### src/rtl/cr_iu_vec_pcgen_pkg.sv
// Shared types and constants for the vector-entry PC generator.
// State encodings, default vector-number width and entry-address width.
package cr_iu_vec_pcgen_pkg;

    localparam int VEC_NUM_W_DEF = 5;
    localparam int ENTRY_W       = 30;

    typedef enum logic [1:0] {
        ST_IDLE  = 2'b00,
        ST_ARMED = 2'b01,
        ST_FETCH = 2'b10,
        ST_REDIR = 2'b11
    } pcgen_state_t;

endpackage

### src/rtl/cr_iu_vec_pcgen.sv
// Vector-entry PC generator: table address, handler capture, IFU redirect.
// Optional CR_IU_VEC_ENTRY_LSB_CHK_EN flags fetched entries with bit0 set.
module cr_iu_vec_pcgen
    import cr_iu_vec_pcgen_pkg::*;
#(
    parameter int VEC_NUM_W = VEC_NUM_W_DEF
) (
    input  logic                 misc_clk,
    input  logic                 cpurst_b,
    input  logic                 retire_vector_expt_vld,
    input  logic                 retire_vector_expt_int_hv,
    input  logic [VEC_NUM_W-1:0] retire_pcgen_vec_num,
    input  logic                 vector_pcgen_buf_vbr,
    input  logic [30:0]          vector_pcgen_enter_addr,
    input  logic                 vector_pcgen_ibus_req,
    input  logic                 vector_pcgen_cur_pc_vld,
    input  logic                 vector_pcgen_chgflw_vld,
    input  logic [31:0]          bmu_iu_ibus_rdata,
    input  logic                 ifu_pcgen_chgflw_ready,
    output logic                 pcgen_bmu_vec_req,
    output logic [31:0]          pcgen_bmu_vec_addr,
    output logic                 pcgen_ifu_chgflw_vld,
    output logic [30:0]          pcgen_ifu_chgflw_pc,
    output logic                 pcgen_vector_expt_taken,
    output logic                 pcgen_cp0_vec_misalign
);

    pcgen_state_t         state_q;
    pcgen_state_t         state_n;
    logic [VEC_NUM_W-1:0] vec_num_q;
    logic                 hv_q;
    logic [ENTRY_W-1:0]   entry_word_q;
    logic [ENTRY_W-1:0]   entry_word_n;
    logic [30:0]          target_q;
    logic [30:0]          target_n;
    logic                 latch_evt;
    logic                 load_entry;
    logic                 load_target;
    logic                 rdata_capture;

    // Table entry word: VBR word index plus vector number, wraps mod 2^30
    assign entry_word_n = vector_pcgen_enter_addr[30:1]
                        + ENTRY_W'(vec_num_q);

    // Next-state decode and load enables for the datapath registers
    always_comb begin
        state_n       = state_q;
        latch_evt     = 1'b0;
        load_entry    = 1'b0;
        load_target   = 1'b0;
        rdata_capture = 1'b0;
        target_n      = vector_pcgen_enter_addr;
        unique case (state_q)
            ST_IDLE: begin
                if (retire_vector_expt_vld) begin
                    latch_evt = 1'b1;
                    state_n   = ST_ARMED;
                end
            end
            ST_ARMED: begin
                if (hv_q) begin
                    if (vector_pcgen_buf_vbr) begin
                        load_entry = 1'b1;
                        state_n    = ST_FETCH;
                    end
                end else if (vector_pcgen_chgflw_vld) begin
                    load_target = 1'b1;
                    state_n     = ST_REDIR;
                end
            end
            ST_FETCH: begin
                if (vector_pcgen_cur_pc_vld) begin
                    load_target   = 1'b1;
                    rdata_capture = 1'b1;
                    target_n      = bmu_iu_ibus_rdata[31:1];
                    state_n       = ST_REDIR;
                end else if (vector_pcgen_chgflw_vld) begin
                    load_target = 1'b1;
                    state_n     = ST_REDIR;
                end
            end
            ST_REDIR: begin
                if (retire_vector_expt_vld) begin
                    latch_evt = 1'b1;
                    state_n   = ST_ARMED;
                end else begin
                    state_n = ST_IDLE;
                end
            end
            default: state_n = ST_IDLE;
        endcase
    end

    // State register and latched event/address fields
    always_ff @(posedge misc_clk or negedge cpurst_b) begin
        if (!cpurst_b) begin
            state_q      <= ST_IDLE;
            vec_num_q    <= '0;
            hv_q         <= 1'b0;
            entry_word_q <= '0;
            target_q     <= '0;
        end else begin
            state_q <= state_n;
            if (latch_evt) begin
                vec_num_q <= retire_pcgen_vec_num;
                hv_q      <= retire_vector_expt_int_hv;
            end
            if (load_entry) begin
                entry_word_q <= entry_word_n;
            end
            if (load_target) begin
                target_q <= target_n;
            end
        end
    end

    assign pcgen_bmu_vec_req  = (state_q == ST_FETCH)
                              & vector_pcgen_ibus_req;
    assign pcgen_bmu_vec_addr = {entry_word_q, 2'b00};

    assign pcgen_ifu_chgflw_vld = (state_q == ST_REDIR);
    assign pcgen_ifu_chgflw_pc  = target_q;

    assign pcgen_vector_expt_taken = (state_q == ST_ARMED)
                                   & ~hv_q
                                   & ifu_pcgen_chgflw_ready;

`ifdef CR_IU_VEC_ENTRY_LSB_CHK_EN
    logic misalign_q;

    // Flag an odd handler address; high only during the REDIR cycle
    always_ff @(posedge misc_clk or negedge cpurst_b) begin
        if (!cpurst_b) begin
            misalign_q <= 1'b0;
        end else begin
            misalign_q <= rdata_capture & bmu_iu_ibus_rdata[0];
        end
    end

    assign pcgen_cp0_vec_misalign = misalign_q;
`else
    logic unused_lsb_chk;

    assign unused_lsb_chk = rdata_capture & bmu_iu_ibus_rdata[0];
    assign pcgen_cp0_vec_misalign = 1'b0;
`endif

endmodule

### config.mk
export PLATFORM = sky130hd
export DESIGN_NAME = cr_iu_vec_pcgen
export DESIGN_NICKNAME = d
export VERILOG_FILES = /design/src/rtl/cr_iu_vec_pcgen_pkg.sv /design/src/rtl/cr_iu_vec_pcgen.sv
export SDC_FILE = /design/constraint.sdc
export NUM_CORES = 1
export LEC_CHECK = 0
export BUFFER_PORTS_ARGS = -buffer_cell sky130_fd_sc_hd__buf_2
export CELL_PAD_IN_SITES_DETAIL_PLACEMENT = 1
export CELL_PAD_IN_SITES_GLOBAL_PLACEMENT = 1
export CORE_UTILIZATION = 36
export DETAILED_ROUTE_END_ITERATION = 7
export GPL_TIMING_DRIVEN = 0
export HOLD_SLACK_MARGIN = 0.08
export PLACE_DENSITY_LB_ADDON = 0.1
export SLEW_MARGIN = 20
export SYNTH_ARGS = -nofsm -noshare
export SYNTH_HDL_FRONTEND = slang
export SYNTH_SLANG_ARGS = --single-unit
### constraint.sdc
create_clock -name misc_clk -period 2.6 [get_ports misc_clk]
set_clock_uncertainty 0.15 [all_clocks]
set_input_delay 0.13 -clock misc_clk [delete_from_list [all_inputs] [get_ports misc_clk]]
set_output_delay 0.13 -clock misc_clk [all_outputs]
set_load 0.02 [all_outputs]
# Word-level counts from Yosys, hierarchy flattened
# Index checks and enable logic that the tools add are counted.
# op_classes
add_sub_neg	1
eq_ne	5
mux	18
bitwise_logic	4
n_reduce_logical	3
# op_table
op	n
2-to-1 mux 31 bit	2
adder 30 x 5 -> 30 bit	1
2-to-1 mux 2 bit	5
2-to-1 mux 1 bit	9
one-hot mux 2 bit (4 select lines)	1
== test 2 bit (second input constant)	2
bitwise AND 1 bit	3
inequality test 3 bit (second input constant)	1
== test 2 x 1 -> 1 bit (second input constant)	1
zero test 2 bit	1
inequality test 2 bit (second input constant)	1
one-hot mux 1 bit (2 select lines)	1
AND reduction 2 bit	1
OR reduction 2 bit	1
NOT 1 bit	1
# totals
regBits	69
in_bits	77
out_inout_bits	67
wordCells	36

# Longest topological paths before layout
# depth
ltp_word	3
ltp_mapped	9
ltp_nobuf	8

# Worst setup path after synthesis
# No wires, ideal clock.
# synth_timing
kind	reg2reg
startpoint	register vec_num_q[0]
endpoint	register entry_word_q[20]
setup_ns	0.082
arrival_ns	2.001
t_required_ns	2.368
setup_slack_ns	0.367
path_stages_with_launch	10
path_buffers	1
synth_period_minus_slack_ns	2.233
path_cell_list	dfrtp_1 ha_1 inv_1 fa_1 nor2b_1 o31a_1 clkbuf_1 o21ai_2 or3_1 a31oi_1
# synth_via
elab_chain_cells	1
# synth_rtl
item	line	source
start, declared	cr_iu_vec_pcgen.sv:30	logic [VEC_NUM_W-1:0] vec_num_q;
start signal, assigned	cr_iu_vec_pcgen.sv:105	vec_num_q <= retire_pcgen_vec_num;
adder 30 x 5 -> 30 bit	cr_iu_vec_pcgen.sv:43	+ ENTRY_W'(vec_num_q);
end signal, assigned	cr_iu_vec_pcgen.sv:109	entry_word_q <= entry_word_n;
end, declared	cr_iu_vec_pcgen.sv:32	logic [ENTRY_W-1:0] entry_word_q;
# No other way between the ends.
# A chain may end at the register's enable or synchronous reset.

# Worst setup path in the final report
# layout_timing
startpoint	register state_q[1]
endpoint	register target_q[26] (netlist: pcgen_ifu_chgflw_pc[26])
# layout_via
elab_chain_cells	2
word_cells_on_any_way	4
cone_classes	eq/ne: 2; mux: 2
# layout_rtl
item	line	source
start, declared	cr_iu_vec_pcgen.sv:28	pcgen_state_t state_q;
start signal, assigned	cr_iu_vec_pcgen.sv:103	state_q <= state_n;
== test 2 bit / == test 2 x 1 -> 1 bit (equally long branches)	cr_iu_vec_pcgen.sv:53	unique case (state_q)
one-hot mux 1 bit (2 select lines) / 2-to-1 mux 31 bit (equally long branches)	cr_iu_vec_pcgen.sv:53	
end signal, assigned	cr_iu_vec_pcgen.sv:112	target_q <= target_n;
end, declared	cr_iu_vec_pcgen.sv:34	logic [30:0] target_q;
# Several ways; a longest one is shown, not always the timed one.

==> flow_summary.json <==
{
  "status": "finished clean",
  "clock_tree.root_cell": "clkbuf_8",
  "floorplan.die.width_um": 103,
  "post_drt_via_cell_ratio": 5.07,
  "synth_top_area_cell": "dfrtp_1",
  "synth_seq_cells": 69,
  "critPathCaptureType": "flop",
  "reg2regPathDepth": 7,
  "cts.clk_slew.worst_paths_ns": 0.08,
  "route.antenna.remaining_nets": 0,
  "layout.cells.most_common": "buf_2",
  "yosysWarningCount": 0,
  "detail_route.drc_violations": 0,
  "report.final.slew_viol_count": 0,
  "starting_utilization_of_the_core_area": 0.372,
  "final_layout_net_count": 694,
  "report.final.hold_viol_count": 0,
  "finish.cell_count_without_fillers": 744,
  "groute.layer.met1.usage": 0.305,
  "dp.cells": 656,
  "setup_viol_count_final": 0,
  "grt_most_used_layer": "met2",
  "worstReg2RegEnd": "pcgen_ifu_chgflw_pc[26]",
  "clkSinkCount": 69,
  "detailedPlacementHpwl_um": 8550,
  "worst-slew-pin-transition_ns": 0.752,
  "antenna_cells": 0,
  "start_kind": "flop",
  "detailroute.via_count": 3774,
  "cp_data_required_time_ns": 2.65,
  "mean_instance_size_in_the_synthesized_netlist_um2": 9.55,
  "port_buffers": 139,
  "p_sw_frac": 0.441,
  "gr_layer_usage_met2": 0.451,
  "multi_input_comb_area_mm2": 0.00180,
  "area_growth_syn_to_layout_pct": 51.1,
  "seq_power_share": 0.327,
  "die_area_mm2": 0.0105,
  "synth-seq-area-share": 0.475,
  "detail_route.first_pass.iterations": 4,
  "cp_max_fo": 10,
  "cellLeakagePower_nw": 2.72,
  "r2r_setup_slack_ns": 0.19,
  "final.period_utilization": 0.926,
  "p_sw_mw": 2.56,
  "cts_htree_levels": 3,
  "unique_masters_post_synth": 41,
  "grt_antenna_before_repair": 0,
  "timing.critical_path.arrival_ns": 2.46,
  "fp.dieH_um": 103,
  "core_rows": 36,
  "intPower_mw": 3.25,
  "postSynthCellCount": 381,
  "grt.overflow.total": 0,
  "peakVddDrop_mv": 0.523,
  "path_class": "flop to flop",
  "sequential_cell_area_mm2": 0.00173,
  "power_density_mw_per_mm2": 1060,
  "hold_class": "input port to async pin",
  "r2r_start": "state_q[1]",
  "yosys.area.top_type_share": 0.475,
  "cts_buffers": 9,
  "cts_tree": "yes",
  "mappedNetlistArea_mm2": 0.00364,
  "io_pins": 144,
  "routed_wire_length_per_instance_um": 16.9,
  "design_power_total_mw": 5.81,
  "combinationalPowerShare": 0.499,
  "core_area_mm2": 0.00977,
  "fillCellCount": 1167,
  "globalplace.congestion": 0.770,
  "global_route_wire_length_before_repair_um": 20000,
  "dr.first_iter.drc_count": 80,
  "synthTopCellsByArea": "dfrtp_1 (47%), mux2i_1 (8.5%), o21ai_0 (5.0%)",
  "grt.total_usage": 0.250,
  "groute.layer.met3.usage": 0.0420,
  "power.clock.fraction": 0.174,
  "drive_above_1_share": 0.290,
  "cts_buffer_depth": 2,
  "cap_viol_max_count": 0,
  "post-cts-setup-buffers": 0,
  "slew_hr": 0.499,
  "layout_common_cells": "buf_2 (138), dlygate4sd3_1 (72), dfrtp_1 (69)",
  "fin_crit_ns": 2.41,
  "timing.hold.ws_ns": 0.0950,
  "insertion_delay_of_the_later_clocked_pin_in_the_worst_skew_pair_ns": 0.34,
  "setup_repair_after_global_routing_missed_its_margin": "true",
  "grt_start_max_net_pins": 45,
  "first_global_vias": 4056,
  "max_clock_freq_mhz": 415,
  "drt-total-wl_um": 12600
}
## sequential cells by signal, indices dropped and copies added (netlist names)
register,cells
pcgen_ifu_chgflw_pc,31
entry_word_q,30
vec_num_q,5
state_q,2
hv_q,1
## cell usage after synthesis, drive strengths merged
cell,instances
dfrtp,69
nor2,47
o21ai,37
a21oi,35
nand2,33
mux2i,31
xor2,18
clkbuf,17
ha,10
nand3,10
inv,8
a31oi,7
or3,7
and3,6
nand4,6
mux2,5
o2111ai,5
buf,4
nor2b,3
o211ai,3
and2,2
and4,2
nor4,2
o31a,2
a211oi,1
a21boi,1
a21o,1
a41oi,1
conb,1
fa,1
nand4b,1
nor3,1
o21a,1
o22ai,1
or4,1
xnor2,1
## power by group through the flow
| stage | clock [mW] | combinational, mW | sequential (mW) |
|---|---|---|---|
| 5_1_grt | 1.07 | 3.23 | 1.97 |
| 6_report | 1.01 | 2.90 | 1.90 |
| 3_5_place_dp | 0 | 2.78 | 1.92 |
| 2_1_floorplan | 0 | 1.22 | 2.44 |
| 3_3_place_gp | 0 | 2.70 | 1.89 |
| 4_1_cts | 1.02 | 2.90 | 1.90 |
## cells by family (layout without fill, tap and decap cells)
kind of cell | count (synthesis) | in the layout | share of synthesized area
AO/OA/AOI/OAI | 95 | 95 | 0.148
other | 1 | 3 | 0.00103
flip-flops | 69 | 69 | 0.475
adder cells (fa/ha/maj) | 11 | 11 | 0.0399
AND/OR/NAND/NOR | 121 | 121 | 0.157
multiplexers | 36 | 36 | 0.101
XOR/XNOR | 19 | 19 | 0.0457
buffers and inverters | 29 | 257 | 0.0330
## how the worst max path moves through the flow
| stage | startpoint | end |
|---|---|---|
| after floorplan | vec_num_q[0] | entry_word_q[20] |
| after global placement | state_q[1] | pcgen_ifu_chgflw_pc[26] |
| after detailed placement | state_q[1] | pcgen_ifu_chgflw_pc[26] |
| after CTS | state_q[1] | pcgen_ifu_chgflw_pc[19] |
| after global routing | state_q[0] | pcgen_ifu_chgflw_pc[3] |
| final | state_q[1] | pcgen_ifu_chgflw_pc[26] |
## per-layer routing
| layer | vias to the layer above | wire (µm) |
|---|---|---|
| met5 | - | 0 |
| met4 | 0 | 165 |
| met3 | 13 | 601 |
| met2 | 106 | 6360 |
| met1 | 1857 | 5460 |
| li1 | 1798 | - |
## area by class of cell
type	count	share of cell area
well taps	133	0.0303
plain buffers	21	0.0184
clock buffers	12	0.0282
clock inverters	4	0.0127
flip-flops and latches	69	0.314
repair buffers	212	0.263
multi-input cells	285	0.328
inverters	8	0.00546
## repair_timing
item / CTS / global route
hold buffers: 72 / 0
cloned: 0 / 0
resized for setup: 2 / 16
setup endpoints to repair: 31 / 48
hold endpoints to repair: 134 / 0
## stage by stage
step	setup WS, ns	utilization	TNS [ns]	cell area (µm²)
finish	0.192	0.563	0	5500
global route	-0.0228	0.563	-0.0257	5500
CTS	0.00139	0.562	0	5490
detailed placement	-0.238	0.464	-5.28	4540
global placement	-0.150	0.461	-3.37	4510
floorplan	0.367	-	0	3650
## critical path, cell delays in order (launching register included)
cell,delay [ns]
dfrtp_1,0.44
inv_1,0.11
ha_1,0.24
nor2b_1,0.24
o21ai_0,0.13
a21boi_2,0.44
clkbuf_2,0.38
a21oi_1,0.13
No activity file was read; power rests on OpenSTA's default activity.
